File: src/rtl/pwm_cfg_sequencer.sv
// pwm_cfg_sequencer
//   Decodes the SPI byte stream into 16-bit freq/duty reads and writes for
//   N_CH PWM channels. Writes land in a staged bank and are copied to the
//   active bank at each channel's period boundary, so a PWM never sees a
//   half-updated configuration.
// Ports
//   clk, rst            clock, async active-high reset
//   ss                  SPI slave select, active low
//   rx_byte_available   byte-valid level; a byte is taken on its rising edge
//   rx_byte             received byte
//   tx_byte             byte returned on the next SPI transfer
//   period_end          per-channel end-of-period pulse from the PWMs
//   freq_bus, duty_bus  active registers, channel k at [16k+15:16k]
//   cfg_update          per-channel pulse when active registers change
//   cmd_error           pulse on access to a channel >= N_CH
module pwm_cfg_sequencer #(
   parameter int unsigned N_CH     = 4,
   parameter logic [15:0] FREQ_RST = 16'd490,
   parameter logic [15:0] DUTY_RST = 16'd1250
) (
   input  logic                 clk,
   input  logic                 rst,
   input  logic                 ss,
   input  logic                 rx_byte_available,
   input  logic [7:0]           rx_byte,
   output logic [7:0]           tx_byte,
   input  logic [N_CH-1:0]      period_end,
   output logic [16*N_CH-1:0]   freq_bus,
   output logic [16*N_CH-1:0]   duty_bus,
   output logic [N_CH-1:0]      cfg_update,
   output logic                 cmd_error
);

   typedef enum logic [1:0] {IDLE, LO, HI} state_t;

   state_t            state_q, state_d;
   logic              rx_avail_q, rx_avail_d;
   logic [3:0]        ch_q, ch_d;
   logic              sel_q, sel_d;
   logic              wr_q, wr_d;
   logic [7:0]        lo_q, lo_d;
   logic [7:0]        tx_byte_q, tx_byte_d;
   logic [N_CH-1:0]   cfg_update_q, cfg_update_d;
   logic              cmd_error_q, cmd_error_d;
   logic [N_CH-1:0]   pend_freq_q, pend_freq_d;
   logic [N_CH-1:0]   pend_duty_q, pend_duty_d;
   logic [15:0]       stg_freq_q [N_CH];
   logic [15:0]       stg_freq_d [N_CH];
   logic [15:0]       stg_duty_q [N_CH];
   logic [15:0]       stg_duty_d [N_CH];
   logic [15:0]       act_freq_q [N_CH];
   logic [15:0]       act_freq_d [N_CH];
   logic [15:0]       act_duty_q [N_CH];
   logic [15:0]       act_duty_d [N_CH];

   logic              rx_stb;
   logic              ch_valid;
   logic [3:0]        rd_ch;
   logic              rd_sel;
   logic [15:0]       rd_val;
   logic [N_CH-1:0]   commit;

   always_comb begin
      state_d      = state_q;
      rx_avail_d   = rx_byte_available;
      ch_d         = ch_q;
      sel_d        = sel_q;
      wr_d         = wr_q;
      lo_d         = lo_q;
      tx_byte_d    = tx_byte_q;
      cfg_update_d = '0;
      cmd_error_d  = 1'b0;
      pend_freq_d  = pend_freq_q;
      pend_duty_d  = pend_duty_q;
      stg_freq_d   = stg_freq_q;
      stg_duty_d   = stg_duty_q;
      act_freq_d   = act_freq_q;
      act_duty_d   = act_duty_q;
      commit       = '0;

      rx_stb   = rx_byte_available & ~rx_avail_q;
      ch_valid = ({1'b0, ch_q} < 5'(N_CH));

      // Staged word that feeds tx_byte: the incoming command's channel in
      // IDLE, the current channel in LO, the next (wrapping) channel in HI.
      case (state_q)
         IDLE:    begin rd_ch = rx_byte[3:0]; rd_sel = rx_byte[4]; end
         LO:      begin rd_ch = ch_q;         rd_sel = sel_q;      end
         default: begin rd_ch = ch_q + 4'd1;  rd_sel = sel_q;      end
      endcase
      rd_val = '0;
      for (int unsigned k = 0; k < N_CH; k++) begin
         if (rd_ch == 4'(k)) rd_val = rd_sel ? stg_duty_q[k] : stg_freq_q[k];
      end

      if (ss) begin
         state_d = IDLE;
      end else if (rx_stb) begin
         case (state_q)
            IDLE: begin
               ch_d      = rx_byte[3:0];
               sel_d     = rx_byte[4];
               wr_d      = rx_byte[5];
               tx_byte_d = rd_val[7:0];
               state_d   = LO;
            end
            LO: begin
               lo_d      = rx_byte;
               tx_byte_d = rd_val[15:8];
               state_d   = HI;
            end
            default: begin
               if (!ch_valid) begin
                  cmd_error_d = 1'b1;
               end else if (wr_q) begin
                  for (int unsigned k = 0; k < N_CH; k++) begin
                     if (ch_q == 4'(k)) begin
                        commit[k] = 1'b1;
                        if (sel_q) begin
                           stg_duty_d[k]  = {rx_byte, lo_q};
                           pend_duty_d[k] = 1'b1;
                        end else begin
                           stg_freq_d[k]  = {rx_byte, lo_q};
                           pend_freq_d[k] = 1'b1;
                        end
                     end
                  end
               end
               ch_d      = ch_q + 4'd1;
               tx_byte_d = rd_val[7:0];
               state_d   = LO;
            end
         endcase
      end

      // A same-cycle commit blocks the apply so the new word is not lost;
      // pend stays set and the next period_end picks it up.
      for (int unsigned k = 0; k < N_CH; k++) begin
         if (period_end[k] && (pend_freq_q[k] || pend_duty_q[k]) && !commit[k]) begin
            act_freq_d[k]   = stg_freq_q[k];
            act_duty_d[k]   = stg_duty_q[k];
            pend_freq_d[k]  = 1'b0;
            pend_duty_d[k]  = 1'b0;
            cfg_update_d[k] = 1'b1;
         end
      end
   end

   always_ff @(posedge clk or posedge rst) begin
      if (rst) begin
         state_q      <= IDLE;
         rx_avail_q   <= 1'b0;
         ch_q         <= '0;
         sel_q        <= 1'b0;
         wr_q         <= 1'b0;
         lo_q         <= '0;
         tx_byte_q    <= '0;
         cfg_update_q <= '0;
         cmd_error_q  <= 1'b0;
         pend_freq_q  <= '0;
         pend_duty_q  <= '0;
         for (int unsigned k = 0; k < N_CH; k++) begin
            stg_freq_q[k] <= FREQ_RST;
            stg_duty_q[k] <= DUTY_RST;
            act_freq_q[k] <= FREQ_RST;
            act_duty_q[k] <= DUTY_RST;
         end
      end else begin
         state_q      <= state_d;
         rx_avail_q   <= rx_avail_d;
         ch_q         <= ch_d;
         sel_q        <= sel_d;
         wr_q         <= wr_d;
         lo_q         <= lo_d;
         tx_byte_q    <= tx_byte_d;
         cfg_update_q <= cfg_update_d;
         cmd_error_q  <= cmd_error_d;
         pend_freq_q  <= pend_freq_d;
         pend_duty_q  <= pend_duty_d;
         stg_freq_q   <= stg_freq_d;
         stg_duty_q   <= stg_duty_d;
         act_freq_q   <= act_freq_d;
         act_duty_q   <= act_duty_d;
      end
   end

   always_comb begin
      freq_bus = '0;
      duty_bus = '0;
      for (int unsigned k = 0; k < N_CH; k++) begin
         freq_bus[16*k +: 16] = act_freq_q[k];
         duty_bus[16*k +: 16] = act_duty_q[k];
      end
   end

   assign tx_byte    = tx_byte_q;
   assign cfg_update = cfg_update_q;
   assign cmd_error  = cmd_error_q;

endmodule
File: config.mk
export PLATFORM = sky130hd
export DESIGN_NAME = pwm_cfg_sequencer
export DESIGN_NICKNAME = d
export VERILOG_FILES = /design/src/rtl/pwm_cfg_sequencer.sv
export SDC_FILE = /design/constraint.sdc
export NUM_CORES = 1
export LEC_CHECK = 0
export CAP_MARGIN = 30
export CORE_MARGIN = 5
export CORE_UTILIZATION = 50
export DETAILED_ROUTE_END_ITERATION = 12
export PLACE_DENSITY = 0.82
export SYNTH_ARGS = -nofsm -noshare
export SYNTH_HDL_FRONTEND = slang
export SYNTH_SLANG_ARGS = --single-unit
File: constraint.sdc
create_clock -name clk -period 8.9 [get_ports clk]
set_input_delay 1.335 -clock clk [delete_from_list [all_inputs] [get_ports clk]]
set_output_delay 1.335 -clock clk [all_outputs]
set_load 0.05 [all_outputs]
# Yosys cells after proc, flatten, opt, wreduce, memory -nomap -nowiden
# Cells that the tools add are included.
dict set report totals {
  ff_bits 294
  in_bits 16
  output_inout_bits 141
  word_cells 178
}
dict set report classes {
  addsub 1
  order_cmp 1
  n_eq_ne 19
  n_mux 59
  n_bitwise 5
  n_reduce_logical 60
}
# cell count
set ops {}
lappend ops {{16-bit two-way mux} 8}
lappend ops {{7-bit AND reduction} 16}
lappend ops {{4-bit two-way mux} 15}
lappend ops {{2-bit nonzero test} 21}
lappend ops {{1-bit two-way mux} 31}
lappend ops {{2-bit by 1-bit inequality test with 1-bit output (second input constant)} 12}
lappend ops {{4-bit by 2-bit equality test with 1-bit output (second input constant)} 4}
lappend ops {{4-bit by 1-bit equality test with 1-bit output (second input constant)} 2}
lappend ops {{1-bit logical AND} 8}
lappend ops {{4-bit zero test} 2}
lappend ops {{8-bit two-way mux} 1}
lappend ops {{4-bit case mux with 2 select lines} 1}
lappend ops {{2-bit two-way mux} 3}
lappend ops {{3-bit AND reduction} 2}
lappend ops {{4-bit by 1-bit adder with 4-bit output (second input constant)} 1}
lappend ops {{1-bit zero test} 4}
lappend ops {{1-bit logical OR} 4}
lappend ops {{4-bit by 3-bit < comparator with 1-bit output (second input constant)} 1}
lappend ops {{1-bit NOT} 4}
lappend ops {{2-bit by 1-bit equality test with 1-bit output (second input constant)} 1}
lappend ops {{2-bit zero test} 1}
lappend ops {{2-bit AND reduction} 1}
lappend ops {{2-bit OR reduction} 1}
lappend ops {{1-bit AND} 1}

# Longest topological paths before layout
# Gate-level depths: netlist of the first run.
dict set report depth {
  depth_word 11
  mapped_depth 10
  ltp_nobuf 8
}

# Worst setup path after synthesis of the first run
# OpenSTA, ideal clock, no wires.
dict set report synth_timing {
  path_type {input to register}
  from {input port rx_byte[1]}
  to {register tx_byte_q[7] (netlist: tx_byte[7])}
  setup_time_ns 0.130
  t_arrival_ns 2.721
  required_time_ns 8.770
  setup_slack_ns 6.049
  cell_stages 8
  n_path_buf 2
  path_cell_list {clkbuf_1 mux2i_1 o21ai_2 buf_4 o211ai_1 nor2_2 a221o_1 nand4_1}
}
dict set report synth_via {
  elab_chain_len 7
  elab_cells_between_ends 10
  cone_classes {eq/ne: 3; mux: 6; reduce/logical: 1}
}
# item line
set synth_rtl {}
lappend synth_rtl {{from (decl)} 25} ;# input logic [7:0] rx_byte,
lappend synth_rtl {{4-bit case mux with 2 select lines *} --}
lappend synth_rtl {{4-bit zero test} 93} ;# if (rd_ch == 4'(k)) rd_val = rd_sel ? stg_duty_q[k] : stg_freq_q[k];
lappend synth_rtl {{16-bit two-way mux (3 in a row)} 93}
lappend synth_rtl {{16-bit two-way mux *} 93}
lappend synth_rtl {{8-bit two-way mux *} 99} ;# case (state_q)
lappend synth_rtl {{to (signal assigned)} 175} ;# tx_byte_q <= tx_byte_d;
lappend synth_rtl {{to (decl)} 42} ;# logic [7:0] tx_byte_q, tx_byte_d;
# Mark *: on every way between the ends. The rest lies on a longest branch, timed or not.
# A chain may end at the register's enable or synchronous reset.

# Worst setup path in the final report of the first run
dict set report layout_timing {
  from {input port rx_byte[4]}
  to {register tx_byte_q[1] (netlist: tx_byte[1])}
}
dict set report layout_via {
  elab_chain_len 7
  elab_cells_between_ends 10
  cone_classes {mux: 10}
}
# item line
set layout_rtl {}
lappend layout_rtl {{1-bit two-way mux *} --}
lappend layout_rtl {{16-bit two-way mux (4 in a row)} 93}
lappend layout_rtl {{16-bit two-way mux *} 93}
lappend layout_rtl {{8-bit two-way mux *} 99}
# Marks and branches as above.

==> results of run 1 <==
==> worst paths after layout <==
check	start	end	slack, ns	cells past startpoint
worst max-delay path	rx_byte[4]	tx_byte[1]	4.97	8
worst min-delay path	freq_bus[43]	freq_bus[43]	0.51	1
worst max register to register	state_q[1]	tx_byte[1]	5.78	7
worst min register to register	freq_bus[43]	freq_bus[43]	0.51	1
max in group asynchronous	rst	tx_byte[6]	5.66	4
min in group asynchronous	rst	cfg_update[2]	1.25	2
==> routing by layer <==
| metal | track usage [%] | vias up | wire (um) |
|---|---|---|---|
| met5 | 0 | - | 0 |
| met4 | 7.23 | 0 | 1130 |
| met3 | 3.72 | 69 | 2030 |
| met2 | 35.5 | 296 | 15600 |
| met1 | 33.4 | 4260 | 14800 |
| li1 | - | 3532 | - |
==> where the power goes <==
| part | switching [mW] | internal (mW) | total [mW] |
|---|---|---|---|
| clock network | 0.543 | 0.776 | 1.32 |
| logic | 0.166 | 0.0924 | 0.259 |
| registers | 0.0682 | 1.37 | 1.44 |
| total | 0.777 | 2.24 | 3.01 |
==> layout by cell type (no fill, tap or decap), drive strengths merged, types with 3 or more instances in the layout <==
| cell type | instances |
|---|---|
| nand4 | 10 |
| clkinv | 10 |
| o21ai | 26 |
| clkdlybuf4s50 | 156 |
| nand3 | 22 |
| inv | 12 |
| a31oi | 5 |
| nand2b | 3 |
| clkbuf | 37 |
| o22ai | 4 |
| a32oi | 3 |
| mux2 | 296 |
| dfstp | 88 |
| a21o | 3 |
| a21oi | 10 |
| a32o | 3 |
| mux2i | 14 |
| nand2 | 62 |
| bufinv | 4 |
| clkinvlp | 4 |
| o211a | 4 |
| dfrtp | 206 |
| mux4 | 5 |
| nor2 | 14 |
| o211ai | 14 |
| a221o | 10 |
| buf | 10 |
| ha | 4 |
==> cells by family after synthesis <==
logic type | after synthesis | synth area share (%)
muxes | 315 | 28.6
DFF | 294 | 57.7
and+or+nand+nor | 124 | 5.16
AOI/OAI and AO/OA | 91 | 5.26
buffers and inverters | 66 | 2.98
adders and majority gates | 4 | 0.386
==> state kept, by name, indices dropped and copies added (netlist names) <==
register	cells
cfg_update	4
state_q	2
lo_q	8
cmd_error	1
wr_q	1
duty_bus	64
stg_duty_q	64
rx_avail_q	1
pend_duty_q	4
stg_freq_q	64
ch_q	4
freq_bus	64
pend_freq_q	4
sel_q	1
tx_byte	8
==> area by class of cell <==
class | count | area [um^2]
Tap cell | 335 | 419
Sequential cell | 294 | 7470
Inverter | 11 | 45.0
Clock buffer | 37 | 818
Multi-Input combinational cell | 534 | 5130
Fill cell | 1919 | 9930
Clock inverter | 19 | 229
Timing Repair Buffer | 166 | 1730
==> critical path, delay by kind of cell <==
family,cells,cell delay (ns)
mux,1,0.39
compound gates,2,0.36
buf+inv,2,1.19
simple gates,3,1.04
==> cell usage after synthesis, types with 11 or more instances <==
| cell type | instances | share of area (%) |
|---|---|---|
| buf_2 | 23 | 0.89 |
| nand3_1 | 18 | 0.70 |
| o21ai_0 | 24 | 0.93 |
| mux2_4 | 27 | 3.1 |
| mux2_1 | 14 | 1.2 |
| o211ai_1 | 14 | 0.81 |
| inv_1 | 11 | 0.32 |
| mux2_2 | 255 | 22 |
| dfrtp_1 | 206 | 40 |
| buf_4 | 11 | 0.64 |
| mux2i_1 | 13 | 1.0 |
| clkbuf_1 | 12 | 0.35 |
| dfstp_2 | 88 | 18 |
| nand2_1 | 57 | 1.7 |
==> through the flow <==
step	worst slack (ns)	area, um^2
2_1_floorplan	3.73	13000
3_3_place_gp	4.48	14700
3_5_place_dp	4.45	14800
4_1_cts	5.02	15800
6_report	4.97	15800
5_1_grt	4.83	15800
==> results.ini, run 1 <==
[synthesis]
async_flop_share_pct = 100
synth_enable_flop_cells = 0
syn_area_um2 = 13000
synth_seq_area_share_pct = 57.7
synthCells = 894
yosys_warnings = 0
synth.distinct_cells = 56
synth_nets = 914
ys_ff_latch = 294
synth.avg_cell_area_um2 = 14.5
synth_ff_type = dfrtp_1

[sta]
fmax_ghz = 0.254
fin_crit_ns = 3.93
maxSlewHeadroom_pct = 29.2
hold_viol = 0
drv_slew = 0
finClkSkew_ns = 0.0127
setup_viol = 0
worst_pin_slew_ns = 1.06
fin_tns_setup_ns = 0
hold_ws_ns = 0.505
min_period_over_period_pct = 44.2
rsz0062_at_grt = no

[floorplanning]
start_util_pct = 50.3
die_area_um2 = 29200
die_h_um = 171
io_pins = 157
core_area_um2 = 25800
fp-row-count = 59
fp.dieW_um = 171

[setup_path]
worst_ep_required_time_ns = 9.32
startpoint_type = primary input
crit_fanout = 30
slowest_stage = clkdlybuf4s50_1
cp.arrival_ns = 4.35
slowest_delay_ns = 0.70
crit_type = primary input to flip-flop
endpoint_kind = flip-flop
crit_chain = clkdlybuf4s50_1 > nor3b_2 > nor2_4 > buf_4 > mux2_2 > o211ai_1 > a221o_1 > nand4_1

[global_route]
grt_max_degree = 141
grt.total_usage_pct = 22.9
grt_pass1_vias = 8343
grt_overflow_total = 0
grt_pass1_wl_um = 51700
antenna_found_initial = 0

[clock_tree]
cts-root-buf = clkbuf_16
post_cts_resized = 0
cts_tree = built
cts_num_sinks = 294
clkTransAtPathRegs_ns = 0.07
ctsHoldBuffers = 0
insertion_delay_ns = 0.55
clock_path_buffers = 3
cts.htree.levels = 1
cts_buffers = 30
postCtsSetupBuffers = 0

[cells_and_area]
fin_nets = 1057
finalNonFillerCells = 1396
drive_above_1_share_pct = 44.3
syn2layout_area_growth_pct = 22.3
final_core_util_pct = 61.5
diodes = 0

[outcome]
status = completed

[place]
io_buffers = 156
gp_congestion = 1.01
place_inst = 1340
dp_hpwl_um = 23300

[route]
wire_per_inst_um = 24.0
drtIter0Drc = 666
postRouteAntennaNets = 0
vias = 8157
drt-total-wl_um = 33500
vias_per_cell = 5.84
drc = 0
dr.pass1.iters = 5

[hold_path]
hold_class = flip-flop to flip-flop

[run]
max-cap-violations = 0

[pwr]
p_per_area_nw_per_um2 = 190
p_leak_nw = 7.22
p_total_mw = 3.01
ir_drop_uv = 114

Power figures use the tool's default switching activity.
==> run 2: changes to the inputs <==
--- a/config.mk
+++ b/config.mk
@@ -7,9 +7,9 @@
 export LEC_CHECK = 0
 export CAP_MARGIN = 30
 export CORE_MARGIN = 5
-export CORE_UTILIZATION = 50
+export CORE_UTILIZATION = 56
 export DETAILED_ROUTE_END_ITERATION = 12
-export PLACE_DENSITY = 0.82
+export PLACE_DENSITY = 0.86
 export SYNTH_ARGS = -nofsm -noshare
 export SYNTH_HDL_FRONTEND = slang
 export SYNTH_SLANG_ARGS = --single-unit
==> constraint.sdc (replaced) <==
create_clock -name clk -period 3.9 [get_ports clk]
set_input_delay 0.585 -clock clk [delete_from_list [all_inputs] [get_ports clk]]
set_output_delay 0.585 -clock clk [all_outputs]
set_load 0.05 [all_outputs]
==> run 2 against run 1 <==
  * Final cell count is 2.9% lower
  * Critical endpoint is now stg_freq_q[50]
  * Highest routed layer unchanged
  * Clock power is 140% higher
  * Combinational power grew 130%
  * Sequential power up 130%
  * Clock skew increased by 0.0017 ns
  * Cell area rose by 0.31%
  * Register-to-register slack got worse by 4.7 ns
  * Non-clock buffer count increased by 12
  * Total power increased by 130%
==> results.ini, run 2 (synthesis gave the netlist of run 1 again) <==
[sta]
finClkSkew_ns = 0.0143
fmax_ghz = 0.361
hold_viol = 0
fin_tns_setup_ns = 0
worst_pin_slew_ns = 0.894
rsz0062_at_grt = no
drv_slew = 0
layout_setup_ws_ns = 1.13
maxSlewHeadroom_pct = 40.2
setup_viol = 0
fin_crit_ns = 2.77
min_period_over_period_pct = 71.0

[place]
gp_congestion = 0.982
place_inst = 1302
pre_cts_slack_ns = 0.801
io_buffers = 156
dp_hpwl_um = 23400

[cells_and_area]
final_cell_mix = mux2_2 (255), dfrtp_1 (206), clkdlybuf4s50_1 (156)
layout_commonest_cell = mux2_2
drive_above_1_share_pct = 44.7
finalNonFillerCells = 1356
multiInputGateArea_um2 = 5130
fillers = 1506
final_core_util_pct = 70.0
diodes = 0
seqCellArea_um2 = 7470
fin_nets = 1068
syn2layout_area_growth_pct = 22.7

[floorplanning]
io_pins = 157
fp-row-count = 55
die_h_um = 162
die_area_um2 = 26300
fp.dieW_um = 162
start_util_pct = 57.0
core_area_um2 = 22700

[hold_path]
hold_class = flip-flop to flip-flop
min_from = freq_bus[12]
hold_depth = 1
hold_path_end = freq_bus[12]

[setup_path]
endpoint_kind = flip-flop
r2r-start = state_q[1]
cp.arrival_ns = 3.20
r2r_setup_slack_ns = 1.13
crit_chain = and4_1 > and2b_1 > nand2_4 > mux2_4
slowest_delay_ns = 0.86
critical-path-top-delay-family = simple AND/OR/NAND/NOR gates
crit_fanout = 25
startpoint_type = flip-flop
critPathLaunch = state_q[1]
worst_ep_required_time_ns = 4.33
r2r-end = stg_freq_q[50]
slowest_stage = dfrtp_1
critPathBufInv = 0
crit_type = flip-flop to flip-flop
reg2reg_depth = 4

[clock_tree]
clock_path_buffers = 3
cts_buffers = 29
cts_num_sinks = 294
cts_tree = built
postCtsSetupBuffers = 0
ctsHoldBuffers = 0
post_cts_resized = 0
cts.htree.levels = 1
clkTransAtPathRegs_ns = 0.06
cts-root-buf = clkbuf_16
insertion_delay_ns = 0.55

[route]
dr.pass1.iters = 5
vias_per_cell = 6.04
postRouteAntennaNets = 0
drt-total-wl_um = 33800
drtIter0Drc = 602
wire_per_inst_um = 24.9
drc = 0
vias = 8188

[pwr]
p_leak_nw = 7.30
ir_drop_uv = 346
p_per_area_nw_per_um2 = 445

[run]
max-cap-violations = 0

[global_route]
grt_pass1_vias = 8564
grt_pass1_wl_um = 52600
grt_max_degree = 82
grt.total_usage_pct = 25.9
antenna_found_initial = 0
grt_overflow_total = 0

[outcome]
status = completed

run 2: metal layers:
layer,GRT usage [%],part of all wire (%),up-vias
met4,9.57,4.3,0
li1,-,-,3559
met2,40.8,47,351
met5,0,0,-
met3,4.52,6.4,73
met1,36.7,42,4205
run 2: report_power, final:
group / leakage, nW / switching (mW) / total [mW] / internal [mW]
Sequential: 3.75 / 0.157 / 3.28 / 3.12
Combinational: 3.00 / 0.379 / 0.592 / 0.213
Clock: 0.541 / 1.19 / 3.20 / 2.01
Total: 7.30 / 1.72 / 7.07 / 5.35
run 2: worst max-delay path by stage:
| stage | end | slack [ns] | cells after the start |
|---|---|---|---|
| 2_1_floorplan | cfg_update[0] | -0.52 | 1 |
| 3_3_place_gp | stg_freq_q[16] | 0.78 | 7 |
| 3_5_place_dp | tx_byte[5] | 0.80 | 9 |
| 4_1_cts | stg_freq_q[50] | 1.13 | 4 |
| 5_1_grt | stg_freq_q[52] | 1.03 | 4 |
| 6_report | stg_freq_q[50] | 1.13 | 4 |
run 2: worst register-to-register path, delay by kind of cell (launching register included):
| kind | cells | cell delay (ns) |
|---|---|---|
| muxes | 1 | 0.38 |
| DFF | 1 | 0.86 |
| and+or+nand+nor | 3 | 1.41 |
run 2: metrics by stage:
stage               hold slack [ns]  total power [mW]  instance area, um^2
floorplan                     0.471              3.68                13000
global placement              0.489              3.91                14800
detailed placement            0.487              3.92                14800
CTS                           0.509              7.12                15900
global route                  0.513              7.30                15900
finish                        0.505              7.07                15900
run 2: final cells by class:
| class | count | area share, % |
|---|---|---|
| flip-flops and latches | 294 | 47.0 |
| clock inverters | 14 | 1.79 |
| inverters | 11 | 0.284 |
| repair buffers | 178 | 11.2 |
| multi-input cells | 534 | 32.3 |
| well taps | 285 | 2.24 |
| clock buffers | 40 | 5.21 |
==> run 3: changes to the inputs <==
--- a/config.mk
+++ b/config.mk
@@ -7,9 +7,9 @@
 export LEC_CHECK = 0
 export CAP_MARGIN = 30
 export CORE_MARGIN = 5
-export CORE_UTILIZATION = 56
+export CORE_UTILIZATION = 50
 export DETAILED_ROUTE_END_ITERATION = 12
-export PLACE_DENSITY = 0.86
+export PLACE_DENSITY = 0.82
 export SYNTH_ARGS = -nofsm -noshare
 export SYNTH_HDL_FRONTEND = slang
 export SYNTH_SLANG_ARGS = --single-unit
==> constraint.sdc (replaced) <==
create_clock -name clk -period 2.3 [get_ports clk]
set_input_delay 0.345 -clock clk [delete_from_list [all_inputs] [get_ports clk]]
set_output_delay 0.345 -clock clk [all_outputs]
set_load 0.05 [all_outputs]
==> run 3 against run 2 <==
  * First-iteration DRC count decreased by 15%
  * Non-clock buffer count up 47
  * Register-to-register slack got worse by 1.0 ns
  * Clock skew fell by 0.0044 ns
  * Final cell count is 7.2% higher
  * Sequential power grew 69%
  * Via count increased by 0.76%
  * Wire length grew 1.3%
  * Worst setup slack lost 1.1 ns
  * Largest power group unchanged
  * Highest routed layer unchanged
==> results.ini, run 3 (synthesis gave the netlist of run 1 again) <==
[cells_and_area]
syn2layout_area_growth_pct = 26.1
fin_nets = 1115
finalNonFillerCells = 1454
finalInstanceArea_um2 = 16300
drive_above_1_share_pct = 47.5
layout_commonest_cell = mux2_2
multiInputGateArea_um2 = 5140
seqCellArea_um2 = 7470
fillers = 1873
final_cell_mix = mux2_2 (255), dfrtp_1 (204), clkdlybuf4s50_1 (156)

[setup_path]
crit_fanout = 2
crit_chain = clkdlybuf4s50_1
critical-path-top-delay-family = buffers and inverters
slowest_delay_ns = 0.80
endpoint_kind = output port
slowest_stage = clkdlybuf4s50_1
worst-path-stages = 1
cp.arrival_ns = 1.89
worst_ep_required_time_ns = 1.96
r2r_setup_slack_ns = 0.10
critPathBufInv = 1
reg2reg_depth = 7
crit_type = flip-flop to output port
startpoint_type = flip-flop

[place]
place_inst = 1399
dpl_cell_area_um2 = 15400
dp_hpwl_um = 24300
io_buffers = 156
gp_congestion = 0.938

[sta]
min_period_over_period_pct = 97.2
finClkSkew_ns = 0.00991
fin_tns_setup_ns = 0
hold_viol = 0
worst_pin_slew_ns = 0.678
setup_viol = 0
rsz0062_at_grt = no
fin_crit_ns = 2.23
fmax_ghz = 0.448
maxSlewHeadroom_pct = 54.7
drv_slew = 0

[pwr]
p_leak_nw = 7.50
p_per_area_nw_per_um2 = 691
ir_drop_uv = 487

[global_route]
grt_max_degree = 110
antenna_found_initial = 0
grt.total_usage_pct = 23.5
grt_pass1_vias = 8723
grt_overflow_total = 0
grt_pass1_wl_um = 52800

[floorplanning]
fp.dieW_um = 171
io_pins = 157
core_area_um2 = 25800
start_util_pct = 50.3
die_h_um = 171
die_area_um2 = 29200
fp-row-count = 59

[route]
wire_per_inst_um = 23.5
drtIter0Drc = 513
drc = 0
dr.pass1.iters = 6
drt-total-wl_um = 34200
vias_per_cell = 5.67
vias = 8250
postRouteAntennaNets = 0

[hold_path]
hold_class = primary input to asynchronous set/reset pin

[run]
max-cap-violations = 0

[clock_tree]
cts_buffers = 29
cts-root-buf = clkbuf_16
cts.htree.levels = 1
cts_num_sinks = 294
clkTransAtPathRegs_ns = 0.06
insertion_delay_ns = 0.55
clock_path_buffers = 3
cts_tree = built

[outcome]
status = completed

run 3: cell count changes in the layout (fill, tap and decap cells not counted), moves of 2 or more:
cell / before / now
clkinvlp_4: 2 / 5
dfrtp_2: 0 / 2
inv_6: 2 / 4
bufinv_16: 8 / 1
buf_4: 18 / 48
clkinv_4: 1 / 3
clkinv_2: 2 / 9
buf_12: 4 / 21
clkbuf_1: 5 / 3
clkbuf_8: 6 / 1
dfrtp_1: 206 / 204
run 3: metrics by stage:
stage                     util [%]  total power, mW  setup WS (ns)  hold slack (ns)
final                         63.4             11.3         0.0655            0.294
after global routing          63.4             11.7        0.00943            0.303
after CTS                     63.3             11.4         0.0304            0.284
after detailed placement      59.8             6.82         -0.223            0.494
after global placement        59.8             6.80         -0.177            0.481
after floorplan                  -             6.24          -1.88            0.376
run 3: layer usage:
metal | track usage, % | vias to the layer above | wire length [um]
li1 | - | 3646 | -
met1 | 32.8 | 4258 | 14400
met2 | 37.4 | 284 | 16100
met3 | 4.67 | 62 | 2430
met4 | 7.85 | 0 | 1240
met5 | 0 | - | 0
run 3: area by class of cell:
| cell class | instances | area share, % |
|---|---|---|
| flip-flops and latches | 294 | 45.7 |
| diodes | 1 | 0.0153 |
| well taps | 335 | 2.57 |
| clock inverters | 21 | 1.02 |
| clock buffers | 33 | 4.60 |
| repair buffers | 225 | 14.3 |
| multi-input cells | 534 | 31.4 |
| inverters | 11 | 0.276 |
run 3: what timing repair did:
| action | 4_1_cts | 5_1_grt |
|---|---|---|
| gates resized for setup | 0 | 3 |
| setup endpoints to repair | 0 | 8 |
| buffers inserted | 0 | 0 |
| hold buffers | 0 | 0 |
run 3: report_power, final:
part | switching (mW) | leakage [nW] | total (mW) | internal (mW)
Combinational | 0.709 | 3.30 | 1.19 | 0.478
Clock | 2.06 | 0.448 | 4.56 | 2.49
Sequential | 0.246 | 3.75 | 5.54 | 5.29
Total | 3.02 | 7.50 | 11.3 | 8.26
run 3: worst paths after layout:
path                              startpoint             end
max                             duty_bus[49]    duty_bus[49]
min                                      rst  stg_freq_q[17]
max reg2reg                       state_q[1]      tx_byte[1]
min reg2reg                     duty_bus[52]    duty_bus[52]
max in group asynchronous                rst      state_q[0]
min in group clk           rx_byte_available      rx_avail_q
